==> src/rtl/fifo_wr_arb.sv <==
// fifo_wr_arb: round-robin write arbiter that funnels NREQ requester beat
// streams into a single FIFO write port through a one-entry output register.
//
// Optional feature macro: FIFO_ARB_BURST_EN
//   undefined (default): the winner is re-arbitrated on every beat.
//   defined: a winner is locked in (IDLE/LOCK FSM) for up to BURST_LEN beats.
//
// Ports
//   clk       : single clock for all logic
//   rst_n     : asynchronous active-low reset
//   req       : [NREQ] per-requester "beat available" flag
//   req_data  : [NREQ*DATA_W] requester i's beat at [i*DATA_W +: DATA_W]
//   gnt       : [NREQ] combinational one-hot accept strobe (req[i] & gnt[i] = transfer)
//   full      : FIFO full flag
//   w_valid   : FIFO write strobe (registered)
//   w_data    : [DATA_W] FIFO write data (registered)

module fifo_wr_arb #(
  parameter int unsigned NREQ      = 4,
  parameter int unsigned DATA_W    = 8,
  parameter int unsigned BURST_LEN = 4
) (
  input  logic                   clk,
  input  logic                   rst_n,
  input  logic [NREQ-1:0]        req,
  input  logic [NREQ*DATA_W-1:0] req_data,
  output logic [NREQ-1:0]        gnt,
  input  logic                   full,
  output logic                   w_valid,
  output logic [DATA_W-1:0]      w_data
);

  localparam int unsigned PTR_W = $clog2(NREQ);
  localparam int unsigned SUM_W = PTR_W + 1;

  // Elaboration-time guard on the supported parameter range.
  if (NREQ < 2 || NREQ > 8 || BURST_LEN < 2 || BURST_LEN > 16) begin : g_cfg_check
    $error("fifo_wr_arb: unsupported NREQ/BURST_LEN");
  end

  logic              free_c;
  logic [PTR_W-1:0]  ptr, ptr_nxt;
  logic [PTR_W-1:0]  rr_win_c;
  logic              rr_hit_c;
  logic [PTR_W-1:0]  win_c;
  logic              grant_c;
  logic [DATA_W-1:0] beat_c;
  logic              w_valid_nxt;
  logic [DATA_W-1:0] w_data_nxt;

`ifdef FIFO_ARB_BURST_EN
  localparam int unsigned CNT_W = $clog2(BURST_LEN) + 1;

  typedef enum logic [0:0] {
    IDLE = 1'b0,
    LOCK = 1'b1
  } state_t;

  state_t            state, state_nxt;
  logic [PTR_W-1:0]  owner, owner_nxt;
  logic [CNT_W-1:0]  burst_cnt, cnt_nxt;
`endif

  // Pointer successor with wrap from NREQ-1 back to 0.
  function automatic logic [PTR_W-1:0] next_of(input logic [PTR_W-1:0] w);
    return (w == PTR_W'(NREQ - 1)) ? '0 : w + PTR_W'(1);
  endfunction

  // Output register can take a new beat if empty or being drained this cycle;
  // gated by rst_n so no grant is ever shown while reset is asserted.
  assign free_c = rst_n && (!w_valid || !full);

  // Round-robin search: first requester at or above ptr, wrapping.
  always_comb begin
    logic [SUM_W-1:0] sum;
    rr_hit_c = 1'b0;
    rr_win_c = '0;
    sum      = '0;
    for (int unsigned k = 0; k < NREQ; k++) begin
      sum = {1'b0, ptr} + SUM_W'(k);
      if (sum >= SUM_W'(NREQ)) sum = sum - SUM_W'(NREQ);
      if (!rr_hit_c && req[sum[PTR_W-1:0]]) begin
        rr_hit_c = 1'b1;
        rr_win_c = sum[PTR_W-1:0];
      end
    end
  end

  // Grant decision, pointer update and (optional) burst-lock FSM.
  always_comb begin
    grant_c = 1'b0;
    win_c   = rr_win_c;
    ptr_nxt = ptr;
`ifdef FIFO_ARB_BURST_EN
    state_nxt = state;
    owner_nxt = owner;
    cnt_nxt   = burst_cnt;
    case (state)
      IDLE: begin
        if (free_c && rr_hit_c) begin
          grant_c   = 1'b1;
          ptr_nxt   = next_of(rr_win_c);
          state_nxt = LOCK;
          owner_nxt = rr_win_c;
          cnt_nxt   = CNT_W'(1);
        end
      end
      LOCK: begin
        win_c = owner;
        // A stalled register freezes the lock; nobody else can cut in.
        if (free_c) begin
          if (req[owner]) begin
            grant_c = 1'b1;
            if (burst_cnt + CNT_W'(1) == CNT_W'(BURST_LEN)) begin
              state_nxt = IDLE;
              ptr_nxt   = next_of(owner);
              cnt_nxt   = '0;
            end else begin
              cnt_nxt = burst_cnt + CNT_W'(1);
            end
          end else begin
            state_nxt = IDLE;
            ptr_nxt   = next_of(owner);
            cnt_nxt   = '0;
          end
        end
      end
      default: begin
        state_nxt = IDLE;
        cnt_nxt   = '0;
      end
    endcase
`else
    if (free_c && rr_hit_c) begin
      grant_c = 1'b1;
      ptr_nxt = next_of(rr_win_c);
    end
`endif
  end

  // Beat mux for the selected requester.
  always_comb begin
    beat_c = '0;
    for (int unsigned i = 0; i < NREQ; i++) begin
      if (win_c == PTR_W'(i)) beat_c = req_data[i*DATA_W +: DATA_W];
    end
  end

  // Grant strobe and next value of the output register.
  always_comb begin
    gnt         = '0;
    w_valid_nxt = w_valid;
    w_data_nxt  = w_data;
    if (grant_c) begin
      gnt[win_c]  = 1'b1;
      w_valid_nxt = 1'b1;
      w_data_nxt  = beat_c;
    end else if (!full) begin
      w_valid_nxt = 1'b0;
    end
  end

  // State registers.
  always_ff @(posedge clk or negedge rst_n) begin
    if (!rst_n) begin
      ptr     <= '0;
      w_valid <= 1'b0;
      w_data  <= '0;
`ifdef FIFO_ARB_BURST_EN
      state     <= IDLE;
      owner     <= '0;
      burst_cnt <= '0;
`endif
    end else begin
      ptr     <= ptr_nxt;
      w_valid <= w_valid_nxt;
      w_data  <= w_data_nxt;
`ifdef FIFO_ARB_BURST_EN
      state     <= state_nxt;
      owner     <= owner_nxt;
      burst_cnt <= cnt_nxt;
`endif
    end
  end

endmodule

==> config.mk <==
export PLATFORM = sky130hd
export DESIGN_NAME = fifo_wr_arb
export DESIGN_NICKNAME = d
export VERILOG_FILES = /design/src/rtl/fifo_wr_arb.sv
export SDC_FILE = /design/constraint.sdc
export NUM_CORES = 1
export LEC_CHECK = 0
export CELL_PAD_IN_SITES_DETAIL_PLACEMENT = 0
export CELL_PAD_IN_SITES_GLOBAL_PLACEMENT = 1
export CORE_AREA = 2 2 62 64
export CTS_CLUSTER_SIZE = 40
export DETAILED_ROUTE_END_ITERATION = 8
export DIE_AREA = 0 0 64 66
export PLACE_DENSITY = 0.73
export SLEW_MARGIN = 20
export SYNTH_ARGS = -nofsm -noshare
export SYNTH_HDL_FRONTEND = slang
export SYNTH_SLANG_ARGS = --single-unit
==> constraint.sdc <==
create_clock -name clk -period 2.46 [get_ports clk]
set_input_delay 0.369 -clock clk [delete_from_list [all_inputs] [get_ports clk]]
set_output_delay 0.369 -clock clk [all_outputs]
set_load 0.03 [all_outputs]
==> results of run 1 <==
-- final cells by class --
type,count,area [um^2],share of cell area
Multi-Input combinational cell,71,539,0.337
Tap cell,48,60.1,0.0376
Timing Repair Buffer,69,657,0.411
Inverter,11,41.3,0.0258
Clock buffer,4,26.3,0.0164
Sequential cell,11,275,0.172
-- cells in the final DEF (no fill, tap or decap), types with 2 or more instances in the layout --
cell type	count
a31oi_1	8
inv_1	11
and3_1	3
a21oi_1	17
buf_6	3
ha_4	2
nand2_1	9
a221o_1	8
mux2_4	2
a21o_1	2
nand3b_1	8
clkdlybuf4s50_1	46
buf_4	16
clkbuf_4	3
buf_2	2
dfrtp_1	11
-- routing by layer --
metal / routed length (um) / GRT usage / vias up
li1: - / - / 503
met1: 1400 / 0.196 / 490
met4: 10 / 0.0408 / 0
met5: 0 / 0 / -
met3: 230 / 0.0204 / 2
met2: 1300 / 0.217 / 53
-- metrics by stage --
stage	setup slack, ns	utilization	area, um^2	cells	power [W]
6_report	0.0389	0.450	1600	214	0.00143
5_1_grt	-0.00263	0.450	1600	214	0.00153
4_1_cts	-0.0250	0.442	1570	214	0.00141
3_5_place_dp	-0.343	0.430	1530	209	0.00126
3_3_place_gp	-0.328	0.430	1530	209	0.00124
2_1_floorplan	0.0854	-	862	102	0.000827
-- power breakdown --
group / internal [W] / total [W] / switching [W]
Combinational: 0.000508 / 0.000991 / 0.000484
Clock: 0.0000628 / 0.000128 / 0.0000648
Sequential: 0.000256 / 0.000310 / 0.0000544
-- kinds of logic after synthesis --
logic type                 Yosys count  share of synthesized area
DFF                                 11                      0.319
AOI/OAI and AO/OA                   41                      0.322
buffers and inverters               20                     0.0972
muxes                                3                     0.0479
adders and majority gates            4                     0.0581
and+or+nand+nor                     23                      0.155
-- registers in the layout, summed over array words and instances (netlist names) --
signal	count
w_data	8
ptr	2
w_valid	1
-- how the worst max path moves through the flow --
| stage | slack (ns) | from | cells past startpoint | endpoint |
|---|---|---|---|---|
| 6_report | 0.04 | req[0] | 7 | gnt[2] |
| 5_1_grt | -0.003 | req[0] | 7 | gnt[2] |
| 4_1_cts | -0.03 | req[0] | 7 | gnt[3] |
| 3_5_place_dp | -0.34 | req[0] | 8 | gnt[3] |
| 2_1_floorplan | 0.09 | ptr[1] | 6 | gnt[2] |
| 3_3_place_gp | -0.33 | req[0] | 7 | gnt[3] |
-- timing repair --
item                       CTS  global route
pin swaps                    0             2
buffers inserted             1             0
setup endpoints to repair    3             6
gates resized for setup     10            11
gates cloned                 0             0
==> results.ini, run 1 <==
[sta]
final.setup.tns_ns = 0
hold_viol_final = 0
holdWs_ns = 0.441
maxSlewViolCount = 0
slew_headroom = 0.782
setup_viol = 0
finalCritPeriodShare = 0.984
worstMarginPinSlew_ns = 0.326
min_period_ns = 2.42
max_freq_mhz = 413
skew_ns = 0.00267

[synth]
yosys_warnings = 0
ys.flop_type = dfrtp_1
syn_avg_cell_area_um2 = 8.45
netlist_top_cells_area = dfrtp_1, a21oi_1, a221o_1
synth_fp_nets = 145
synth_commonest_cells = a21oi_1, dfrtp_1, inv_1
netlist_area_um2 = 862
yosys.area.top_type = dfrtp_1
async_flop_share = 1.00
synth-edff-count = 0
yosysTopAreaCellShare = 0.319
syn_inst = 102
ys_seq_elements = 11
synth_cell_types = 23
ys_seq_area_frac = 0.319
synthMostInstantiatedCell = a21oi_1

[floorplan]
die_w_um = 64
coreArea_um2 = 3550
start_util = 0.243
io_pins = 52
die_h_um = 66
dieArea_um2 = 4220
rows = 22

[global_routing]
grt_pass1_vias = 959
gr-usage-all-layers = 0.139
antenna_found_initial = 0
grt_pass1_wl_um = 4550
grt-ovfl-total = 0
grt_max_degree = 17

[clocking]
cts_root_buf = clkbuf_4
clock-sinks = 11
clk_pin_slew_ns = 0.08
cts_made_buffers = 3
cts_hold_buf = 0
clock_path_buffers = 2
cts_tree = built
ctsHtreeMaxLevel = 1
insertion_delay_ns = 0.27

[setup_path]
path_buf_inv = 3
crit_type = in -> out
rrSetupSlack_ns = 0.26
cp_slowest_cell = clkdlybuf4s50_1
reg2regPathDepth = 8
startpoint_type = input pin
critPathMaxStageDelay_ns = 0.47
crit_family = buffers and inverters
timing.rr.end = w_data[4]
worstPathArrival_ns = 2.05
cp-end-kind = primary output
required_ns = 2.09
crit_path_cell_trace = clkdlybuf4s50_1 -> or3b_2 -> o221ai_1 -> buf_4 -> ha_4 -> and3_4 -> buf_6
worstReg2RegStart = ptr[1]
crit_path_max_fanout = 3

[finish]
nets = 210
area_delta_synth_final_pct = 85.5
num_antenna_cells = 0
fill_cells = 351
drive_above_1_share = 0.205

[power_and_ir_drop]
power_density_nw_per_um2 = 894
ir_worst_vdd_v = 0.000307
power.leakage_nw = 0.687

[placement]
io_buffer_count = 51
hpwl_um = 2380
globalplace.congestion = 0.818

[drt]
vias = 1048
drt_iter0_drc = 38
via_per_inst = 4.90
drc = 0
totalWireLength_um = 2940
wire_per_inst_um = 13.7
final_antenna_net_count = 0
drt_first_pass_iters = 4

[hold_path]
hold_class = in -> async

[job]
drv_cap = 0

[run_status]
status = completed

No activity file was read; power rests on OpenSTA's default activity.
==> inputs of run 2 (changes only) <==
- CORE_AREA: 2 2 62 64 -> 8 8 68 70
- DIE_AREA: 0 0 64 66 -> 0 0 76 78
- GPL_ROUTABILITY_DRIVEN: default -> 0
==> run 2 against run 1 <==
Effect of this change:
- die area is 40% higher
- cell area is 0.94% higher
- sequential share of layout area is 0.16 points lower
- critical path type unchanged
- global-route usage is 2.8 points lower
==> results.ini, run 2 (synthesis gave the netlist of run 1 again) <==
[sta]
skew_ns = 0.000343
final.setup.tns_ns = 0
setup_viol = 0
holdWs_ns = 0.446
fin_ws_ns = 0.0565
worstMarginPinSlew_ns = 0.339
hold_viol_final = 0
finalCritPeriodShare = 0.977
min_period_ns = 2.40
slew_headroom = 0.773
max_freq_mhz = 416
maxSlewViolCount = 0

[drt]
drc = 0
drt_first_pass_iters = 4
via_per_inst = 4.92
drt_iter0_drc = 79
final_antenna_net_count = 0
totalWireLength_um = 3500
wire_per_inst_um = 16.3
vias = 1058

[global_routing]
grt_pass1_wl_um = 5440
grt_max_degree = 17
grt_pass1_vias = 1077
antenna_found_initial = 0
gr-usage-all-layers = 0.111
grt-ovfl-total = 0

[setup_path]
crit_family = buffers and inverters
crit_path_cell_trace = clkdlybuf4s50_1 -> buf_6 -> a21o_1 -> a21oi_2 -> o22ai_2 -> buf_4 -> ha_2 -> and3_1 -> buf_4
cp-end-kind = primary output
worstPathArrival_ns = 2.03
crit_path_max_fanout = 4
crit_top_cell = buf_4
required_ns = 2.09
startpoint_type = input pin
path_buf_inv = 4
cp_slowest_cell = clkdlybuf4s50_1
critPathMaxStageDelay_ns = 0.43
crit_type = in -> out

[clocking]
cts_hold_buf = 0
cts_made_buffers = 3
cts_tree = built
ctsHtreeMaxLevel = 1
clk_pin_slew_ns = 0.08
insertion_delay_ns = 0.27
clock_path_buffers = 2
cts_root_buf = clkbuf_4
clock-sinks = 11

[power_and_ir_drop]
combinationalPowerShare = 0.696
intPower_w = 0.000843
power_density_nw_per_um2 = 906
p_clk_frac = 0.090
switching_power_w = 0.000619
power.leakage_nw = 0.697
ir_worst_vdd_v = 0.000292
p_sw_frac = 0.424
p_seq_frac = 0.214

[floorplan]
io_pins = 52
die_h_um = 78
start_util = 0.243
rows = 22
die_w_um = 76
coreArea_um2 = 3550
dieArea_um2 = 5930

[finish]
area_delta_synth_final_pct = 87.2
drive_above_1_share = 0.222
top_regs = w_data x8, ptr x2, w_valid x1
final_cell_area_um2 = 1610
finalNonFillerCells = 215
nets = 211
largest-register = w_data
final_cell_mix = clkdlybuf4s50_1, buf_4, a21oi_1
largest_reg_flops = 8
final_common_cell = clkdlybuf4s50_1
num_antenna_cells = 0

[placement]
preCtsSetupSlack_ns = -0.409
place_inst = 210
hpwl_um = 2790
io_buffer_count = 51
placed_area_um2 = 1530

[run_status]
status = completed

[job]
drv_cap = 0

[hold_path]
hold_class = in -> async

==> run 2: changes by cell type in the layout (fill, tap and decap cells not counted), sizes merged <==
cell	previous run	this run
buf	22	23
==> run 2: worst paths after layout <==
path / cells after the start / startpoint / slack (ns) / to
worst max-delay path: 9 / req[0] / 0.06 / gnt[0]
worst max register to register: 8 / ptr[1] / 0.15 / w_data[5]
worst min-delay path: 2 / rst_n / 0.45 / w_valid
max in group asynchronous: 2 / rst_n / 1.86 / w_data[7]
worst min register to register: 1 / w_valid / 0.51 / w_valid
min in group clk: 1 / w_valid / 0.51 / w_valid
==> run 2: metal layers <==
metal | part of all wire | up-vias | wire (um) | global-route usage
met3 | 0.092 | 6 | 322 | 0.0449
met4 | 0.0091 | 0 | 32 | 0.0353
met2 | 0.42 | 57 | 1490 | 0.165
li1 | - | 506 | - | -
met1 | 0.47 | 489 | 1660 | 0.143
met5 | 0 | - | 0 | 0
==> run 2: power groups by stage <==
stage	Clock, W	Combinational, W	Sequential, W
after floorplan	0	0.000402	0.000425
after global placement	0	0.000941	0.000310
after detailed placement	0	0.000961	0.000315
after CTS	0.000134	0.000994	0.000312
after global routing	0.000141	0.00109	0.000321
final	0.000131	0.00102	0.000313
==> run 2: per-stage QoR <==
step | total power [W] | util
after floorplan | 0.000827 | -
after global placement | 0.00125 | 0.431
after detailed placement | 0.00128 | 0.431
after CTS | 0.00144 | 0.446
after global routing | 0.00155 | 0.455
final | 0.00146 | 0.455
==> run 2: area by class of cell <==
class	instances	area [um^2]
Clock buffer	4	26.3
Inverter	11	41.3
Fill cell	338	1940
Timing Repair Buffer	70	667
Sequential cell	11	275
Tap cell	48	60.1
Multi-Input combinational cell	71	544
==> run 2: timing repair <==
item,CTS,global route
gates resized for setup,13,6
setup buffers,0,1
endpoints found under the setup margin,4,5
cloned,0,0
hold endpoints to repair,0,0
pin swaps,0,2
